### src/rtl/ravan_cipher_core.sv
// ravan_cipher_core: iterative tweakable block cipher engine (encrypt/decrypt).
//
// One xor/invert/add step per clock, one key slice per step, ROUNDS full passes over the
// SLICES = KEY_W/DATA_W key slices. Decrypt walks the slices in reverse and inverts each step.
//
// Ports:
//   clk       rising-edge clock
//   rst       synchronous reset, active-low
//   in_valid  block offered            in_ready   engine idle, can accept
//   mode      0 = encrypt, 1 = decrypt (sampled at accept)
//   data_in   input block              tweak      tweak word (sampled at accept)
//   key       KEY_W key, slice k = key[k*DATA_W +: DATA_W] (sampled at accept)
//   out_valid result available         out_ready  downstream accepts result
//   data_out  result block             busy       engine in RUN or DONE
//
// Optional build macro RAVAN_ZEROIZE_EN: clears latched key/tweak/work on the output
// handshake, and forces data_out to 0 whenever out_valid is low.
module ravan_cipher_core #(
    parameter int unsigned DATA_W = 64,
    parameter int unsigned KEY_W  = 512,
    parameter int unsigned ROUNDS = 21
) (
    input  logic              clk,
    input  logic              rst,
    input  logic              in_valid,
    output logic              in_ready,
    input  logic              mode,
    input  logic [DATA_W-1:0] data_in,
    input  logic [DATA_W-1:0] tweak,
    input  logic [KEY_W-1:0]  key,
    output logic              out_valid,
    input  logic              out_ready,
    output logic [DATA_W-1:0] data_out,
    output logic              busy
);
    localparam int unsigned SLICES = KEY_W / DATA_W;
    localparam int unsigned SW     = $clog2(SLICES);
    localparam int unsigned RW     = $clog2(ROUNDS + 1);
    localparam logic [SW-1:0] SLICE_LAST = SW'(SLICES - 1);
    localparam logic [RW-1:0] ROUND_LAST = RW'(ROUNDS - 1);

    typedef enum logic [1:0] {StIdle, StRun, StDone} state_t;

    state_t            state_q, state_d;
    logic [DATA_W-1:0] work_q, work_d;
    logic [KEY_W-1:0]  key_q, key_d;
    logic [DATA_W-1:0] tweak_q, tweak_d;
    logic              mode_q, mode_d;
    logic [SW-1:0]     slice_q, slice_d;
    logic [RW-1:0]     round_q, round_d;
    logic [DATA_W-1:0] dout_q, dout_d;
    logic              ovalid_q, ovalid_d;

    logic [DATA_W-1:0] k_slice;
    logic [DATA_W-1:0] step_enc;
    logic [DATA_W-1:0] step_dec;
    logic [DATA_W-1:0] step;
    logic              last_slice;

    always_ff @(posedge clk) begin
        if (!rst) begin
            state_q  <= StIdle;
            work_q   <= '0;
            key_q    <= '0;
            tweak_q  <= '0;
            mode_q   <= 1'b0;
            slice_q  <= '0;
            round_q  <= '0;
            dout_q   <= '0;
            ovalid_q <= 1'b0;
        end else begin
            state_q  <= state_d;
            work_q   <= work_d;
            key_q    <= key_d;
            tweak_q  <= tweak_d;
            mode_q   <= mode_d;
            slice_q  <= slice_d;
            round_q  <= round_d;
            dout_q   <= dout_d;
            ovalid_q <= ovalid_d;
        end
    end

    always_comb begin
        state_d  = state_q;
        work_d   = work_q;
        key_d    = key_q;
        tweak_d  = tweak_q;
        mode_d   = mode_q;
        slice_d  = slice_q;
        round_d  = round_q;
        dout_d   = dout_q;
        ovalid_d = ovalid_q;

        k_slice  = key_q[slice_q*DATA_W +: DATA_W];
        step_enc = (~(work_q ^ k_slice)) + tweak_q;
        // Exact inverse of the encrypt step: subtract tweak, invert, remove key.
        step_dec = (~(work_q - tweak_q)) ^ k_slice;
        step     = mode_q ? step_dec : step_enc;
        last_slice = mode_q ? (slice_q == '0) : (slice_q == SLICE_LAST);

        unique case (state_q)
            StIdle: begin
                if (in_valid) begin
                    work_d  = data_in;
                    key_d   = key;
                    tweak_d = tweak;
                    mode_d  = mode;
                    slice_d = mode ? SLICE_LAST : '0;
                    round_d = '0;
                    state_d = StRun;
                end
            end
            StRun: begin
                work_d = step;
                if (mode_q) begin
                    slice_d = last_slice ? SLICE_LAST : slice_q - 1'b1;
                end else begin
                    slice_d = last_slice ? '0 : slice_q + 1'b1;
                end
                if (last_slice) begin
                    round_d = round_q + 1'b1;
                    if (round_q == ROUND_LAST) begin
                        dout_d   = step;
                        ovalid_d = 1'b1;
                        state_d  = StDone;
                    end
                end
            end
            StDone: begin
                if (out_ready) begin
                    ovalid_d = 1'b0;
                    state_d  = StIdle;
`ifdef RAVAN_ZEROIZE_EN
                    key_d    = '0;
                    tweak_d  = '0;
                    work_d   = '0;
`endif
                end
            end
            default: state_d = StIdle;
        endcase
    end

    assign in_ready  = (state_q == StIdle);
    assign busy      = (state_q != StIdle);
    assign out_valid = ovalid_q;
`ifdef RAVAN_ZEROIZE_EN
    assign data_out  = ovalid_q ? dout_q : '0;
`else
    assign data_out  = dout_q;
`endif

endmodule

### config.mk
export PLATFORM = sky130hd
export DESIGN_NAME = ravan_cipher_core
export DESIGN_NICKNAME = d
export VERILOG_FILES = /design/src/rtl/ravan_cipher_core.sv
export SDC_FILE = /design/constraint.sdc
export NUM_CORES = 2
export LEC_CHECK = 0
export ABC_CLOCK_PERIOD_IN_PS = 15400
export BUFFER_PORTS_ARGS = -buffer_cell sky130_fd_sc_hd__buf_2
export CAP_MARGIN = 20
export CORE_MARGIN = 1
export CORE_UTILIZATION = 50
export DETAILED_ROUTE_END_ITERATION = 12
export PLACE_DENSITY = 0.73
export SLEW_MARGIN = 30
export SYNTH_ARGS = -nofsm -noshare
export SYNTH_HDL_FRONTEND = slang
export SYNTH_SLANG_ARGS = --single-unit
### constraint.sdc
create_clock -name clk -period 15.4 [get_ports clk]
set_clock_uncertainty 0.1 [all_clocks]
set_input_delay 3.08 -clock clk [delete_from_list [all_inputs] [get_ports clk]]
set_output_delay 3.08 -clock clk [all_outputs]
set_load 0.03 [all_outputs]
==> After elaboration in Yosys (flattened, before gate mapping) <==
Cells that the tools add are included.
{ "op_classes": {"n_mux": 22, "n_shift": 1, "n_addsub": 5, "reduce_logical": 11, "n_bitwise": 4, "n_eq_ne": 8} }
{ "op_table": {"columns": ["cell", "n"], "rows": [
  ["$shiftx 512x10->64", 1],
  ["$mux 64", 2],
  ["$not 64->64", 2],
  ["$pmux 64 s2", 1],
  ["$xor 64x64->64", 2],
  ["$add 64x64->64", 1],
  ["$sub 64x64->64", 1],
  ["$mux 3", 5],
  ["$mux 5", 2],
  ["$pmux 5 s2", 1],
  ["$mux 2", 4],
  ["$ne 2x2->1 const B", 4],
  ["$reduce_and 4->1", 2],
  ["$pmux 2 s3", 1],
  ["$pmux 3 s2", 1],
  ["$reduce_and 3->1", 2],
  ["$reduce_bool 2->1", 3],
  ["$add 5x1->5 const B", 1],
  ["$eq 5x5->1 const B", 1],
  ["$mux 1", 4],
  ["$reduce_and 2->1", 2],
  ["$add 3x1->3 const B", 1],
  ["$eq 3x3->1 const B", 1],
  ["$logic_not 3->1", 1],
  ["other kinds (5)", 5]
]} }
{ "word_totals": {"ff_bits": 716, "elab_cells": 60, "output_inout_bits": 67} }

==> Longest topological paths before layout <==
{ "depth": {"depth_word": 6, "ltp_mapped": 19, "mapped_depth_nobuf": 15} }

==> Least setup slack after synthesis <==
No wires, ideal clock.
{ "synth_path": {"kind": "register to register", "startpoint": "register slice_q[0]", "endpoint": "register work_q[58]", "stages_incl_launch_ff": 20, "slack_ns": 10.228, "period_less_slack_ns": 5.172, "n_path_buf": 4, "t_arrival_ns": 4.984, "path_cell_list": "dfxtp_1 > buf_2 > buf_4 > buf_2 > buf_2 > mux4_2 > mux2i_1 > xnor2_1 > ha_1 > fa_1 > a211oi_1 > o21ai_1 > a21oi_2 > o2111ai_2 > a41oi_1 > o31a_1 > o21bai_2 > a21boi_1 > mux2_2 > o32ai_2"} }
{ "synth_between": {"elab_chain_cells": 6, "elab_cells_between_ends": 7} }
{ "synth_rtl": {"columns": ["element", "line", "rtl"], "rows": [
  ["from (decl)", "49", "logic [SW-1:0] slice_q, slice_d;"],
  ["from (signal assigned)", "77", "slice_q <= slice_d;"],
  ["$shiftx 512x10->64 *", "95", "k_slice = key_q[slice_q*DATA_W +: DATA_W];"],
  ["$xor 64x64->64", "96", "step_enc = (~(work_q ^ k_slice)) + tweak_q;"],
  ["$not 64->64", "96", null],
  ["$add 64x64->64", "96", null],
  ["$mux 64 *", "99", "step = mode_q ? step_dec : step_enc;"],
  ["$pmux 64 s2 *", "102", "unique case (state_q)"],
  ["to (signal assigned)", "73", "work_q <= work_d;"],
  ["to (decl)", "45", "logic [DATA_W-1:0] work_q, work_d;"]
]} }
Every way passes the cells marked *; elsewhere a longest branch is shown, timed or not.
A chain may end at the register's enable or synchronous reset.

==> Final worst setup path <==
{ "layout_path": {"startpoint": "register slice_q[0]", "endpoint": "register work_q[57]"} }
Same word-level chain as after synthesis.

==> impl_metrics.env <==
export IMPL_ctsResizeCount=0
export IMPL_io_buffers=711
export IMPL_drive_above_1_share_pct=19.6
export IMPL_synth_edf_count=0
export IMPL_postRouteAntennaNets=0
export IMPL_cts_root_buffer="clkbuf_16"
export IMPL_p_int_uw=3830
export IMPL_synth_xor_area_share_pct=5.35
export IMPL_fin_tns_setup_ns=0
export IMPL_clk_pin_slew_worst_paths_ns=0.06
export IMPL_grt_pass1_vias=35058
export IMPL_dr_pass1_iters=6
export IMPL_vias_per_cell=5.84
export IMPL_start_kind="flop"
export IMPL_ir_drop_mv=0.0818
export IMPL_setup_viol=0
export IMPL_rows=101
export IMPL_clock_sink_count=716
export IMPL_area_delta_synth_final_pct=17.1
export IMPL_vias=37732
export IMPL_ys_seq_area_share_pct=37.2
export IMPL_switchingPower_uw=2200
export IMPL_synth_top_family_by_area="compound AO/OA/AOI/OAI gates"
export IMPL_synth_warning_count=0
export IMPL_yosys_area_share_simple_pct=18.9
export IMPL_die_w_um=280
export IMPL_insertion_delay_ns=0.68
export IMPL_antenna_found_initial=79
export IMPL_synth_area_mux_share_pct=9.63
export IMPL_syn_avg_cell_area_um2=7.96
export IMPL_syn_area_mm2=0.0385
export IMPL_wl_um=146000
export IMPL_yosys_most_used_dff="dfxtp_1"
export IMPL_rsz0062_at_grt="false"
export IMPL_async_flop_share_pct=0
export IMPL_relSlewSlack_pct=29.1
export IMPL_ctsLongestPathBuffers=3
export IMPL_switching_share_pct=36.5
export IMPL_fmaxAchievable_mhz=145
export IMPL_hpwl_um=110000
export IMPL_maxCapViolCount=0
export IMPL_drc=0
export IMPL_cts_buffers=78
export IMPL_drt_wirelength_per_cell_um=22.5
export IMPL_worst_pin_slew_ns=1.03
export IMPL_synthAdderAreaFrac_pct=4.39
export IMPL_postCtsHoldBufs=0
export IMPL_clockPowerShare_pct=31.8
export IMPL_pin_count=712
export IMPL_status="completed"
export IMPL_place_congestion=1.01
export IMPL_die_h_um=280
export IMPL_ys_ff_latch=716
export IMPL_grt_pass1_wl_um=214000
export IMPL_grt_start_max_net_pins=219
export IMPL_synth_cell_types=106
export IMPL_min_period_ns=6.90
export IMPL_synth_compound_area_share_pct=19.9
export IMPL_drtIter0Drc=3744
export IMPL_critPathKind="flop to flop"
export IMPL_required_ns=15.84
export IMPL_critPathArrivalTime_ns=7.34
export IMPL_synth_cells=4835
export IMPL_hold_violations=0
export IMPL_leakagePower_uw=0.0185
export IMPL_endpoint_kind="flop"
export IMPL_synthesis_nets=5614
export IMPL_dieArea_mm2=0.0781
export IMPL_path_max_fanout=32
export IMPL_nets=6096
export IMPL_setup_ws_ns=8.50
export IMPL_powerDensity_mw_per_mm2=134
export IMPL_grt_usage_pct=36.0
export IMPL_fillers=7138
export IMPL_core_mm2=0.0761
export IMPL_post_cts_buffers=0
export IMPL_post_place_ws_ns=8.56
export IMPL_start_util_pct=50.6
export IMPL_h_tree_depth=3
export IMPL_sequentialPowerShare_pct=34.4
export IMPL_slew_viol_final=0
export IMPL_fin_crit_sh_pct=44.8
export IMPL_hp_class="flop to flop"
export IMPL_pwr_share_comb_pct=33.8
export IMPL_cts_tree="yes"
export IMPL_grt_overflow=0
final cells by class:
class	instances	area, um^2	area share, %
well taps	1030	1290	2.86
clock buffers	113	2240	4.98
clock inverters	26	390	0.866
flip-flops and latches	716	14300	31.8
inverters	99	379	0.841
repair buffers	745	3880	8.60
diodes	52	130	0.289
multi-input cells	3677	22400	49.8
path summary, 6_finish.rpt:
kind	start	depth (start not counted)	to	slack, ns
setup / recovery	slice_q[0]$_SDFFE_PN0P_	17	work_q[57]$_SDFFE_PN0P_	8.50
hold / removal	key_q[216]$_SDFFE_PN0P_	2	key_q[216]$_SDFFE_PN0P_	0.35
setup reg to reg	slice_q[0]$_SDFFE_PN0P_	17	work_q[57]$_SDFFE_PN0P_	8.50
hold reg to reg	key_q[216]$_SDFFE_PN0P_	2	key_q[216]$_SDFFE_PN0P_	0.35
per-stage QoR:
| stage | instance area, um^2 | hold slack, ns | total power (uW) | cells | util (%) |
|---|---|---|---|---|---|
| 2_1_floorplan | 38500 | 0.333 | 3500 | 4835 | - |
| 3_3_place_gp | 42300 | 0.339 | 4080 | 6265 | 55.5 |
| 3_5_place_dp | 42300 | 0.344 | 4090 | 6266 | 55.6 |
| 4_1_cts | 44900 | 0.351 | 5990 | 6405 | 59.1 |
| 5_1_grt | 45100 | 0.363 | 6290 | 6448 | 59.2 |
| 6_report | 45100 | 0.350 | 6030 | 6458 | 59.3 |
cell usage in the layout (no fill, tap or decap), types with 18 or more instances in the layout:
master / netlist / final
nand3_1: 46 / 46
clkbuf_16: 0 / 78
a21o_1: 57 / 57
o211ai_1: 18 / 18
a21oi_1: 806 / 806
a31oi_1: 19 / 19
nand4_1: 36 / 36
nor2_1: 167 / 165
nand2_1: 1403 / 1402
mux2i_1: 79 / 77
xor2_1: 118 / 118
mux4_2: 128 / 128
nor3_1: 20 / 20
clkbuf_1: 290 / 19
and3_1: 24 / 24
o21a_1: 27 / 27
buf_4: 2 / 28
o21bai_1: 18 / 18
a211oi_1: 45 / 45
xnor2_1: 117 / 117
inv_1: 98 / 98
a22oi_1: 30 / 30
o21ai_0: 135 / 135
diode_2: 0 / 52
dfxtp_1: 716 / 712
ha_1: 132 / 132
buf_2: 26 / 711
flip-flops by register name (all words and copies together) (netlist names):
name	count
key_q	512
data_out	64
tweak_q	64
work_q	64
round_q	5
slice_q	3
state_q	2
mode_q	1
out_valid	1
logic make-up (layout without fill, tap and decap cells):
group,Yosys count,count (layout)
and+or+nand+nor,1794,1794
AOI/OAI and AO/OA,1304,1304
DFF,716,716
buffers and inverters,442,983
xor gates and xnor gates,235,235
muxes,210,210
adders and majority gates,134,134
other,0,52
per-layer routing:
layer | vias up | global-route usage [%] | wire length (um)
met5 | - | 0 | 310
met4 | 46 | 15.9 | 5770
met3 | 328 | 7.63 | 13500
met2 | 1696 | 55.1 | 65100
met1 | 17962 | 48.8 | 60900
li1 | 17700 | - | -
cell usage after synthesis, types with 18 or more instances:
cell         n  area (um^2)
xnor2_1    117         1020
nand2_1   1403         5270
o21a_1      27          203
buf_2       26          130
a211oi_1    45          338
nand4_1     36          225
xor2_1     118         1030
a22oi_1     30          225
o21bai_1    18          135
a31oi_1     19          119
and3_1      24          150
mux2i_1     79          791
nor3_1      20          100
nor2_1     167          627
o211ai_1    18          135
o21ai_0    135          676
nand3_1     46          230
mux4_2     128         2880
dfxtp_1    716        14300
inv_1       98          368
a21oi_1    806         4030
a21o_1      57          428
clkbuf_1   290         1090
ha_1       132         1650
power groups by stage:
stage               clock, uW  sequential (uW)  combinational (uW)
floorplan                   0             2060                1430
global placement            0             2110                1970
detailed placement          0             2110                1980
CTS                      1930             2070                1990
global route             2010             2090                2200
finish                   1910             2080                2040
worst max-delay path: stages (launching register included):
cell	delay, ns
dfxtp_4	0.67
buf_4	0.51
buf_16	0.29
buf_4	0.57
mux4_2	0.59
mux2i_1	0.58
xor2_1	0.14
ha_1	0.43
and2_1	0.22
a221oi_1	0.41
o31ai_1	0.13
a221o_1	0.33
a41oi_1	0.57
o41ai_2	0.16
a211oi_1	0.34
xnor2_1	0.17
nor2_1	0.07
a2111oi_1	0.39
No activity file was read; power rests on OpenSTA's default activity.
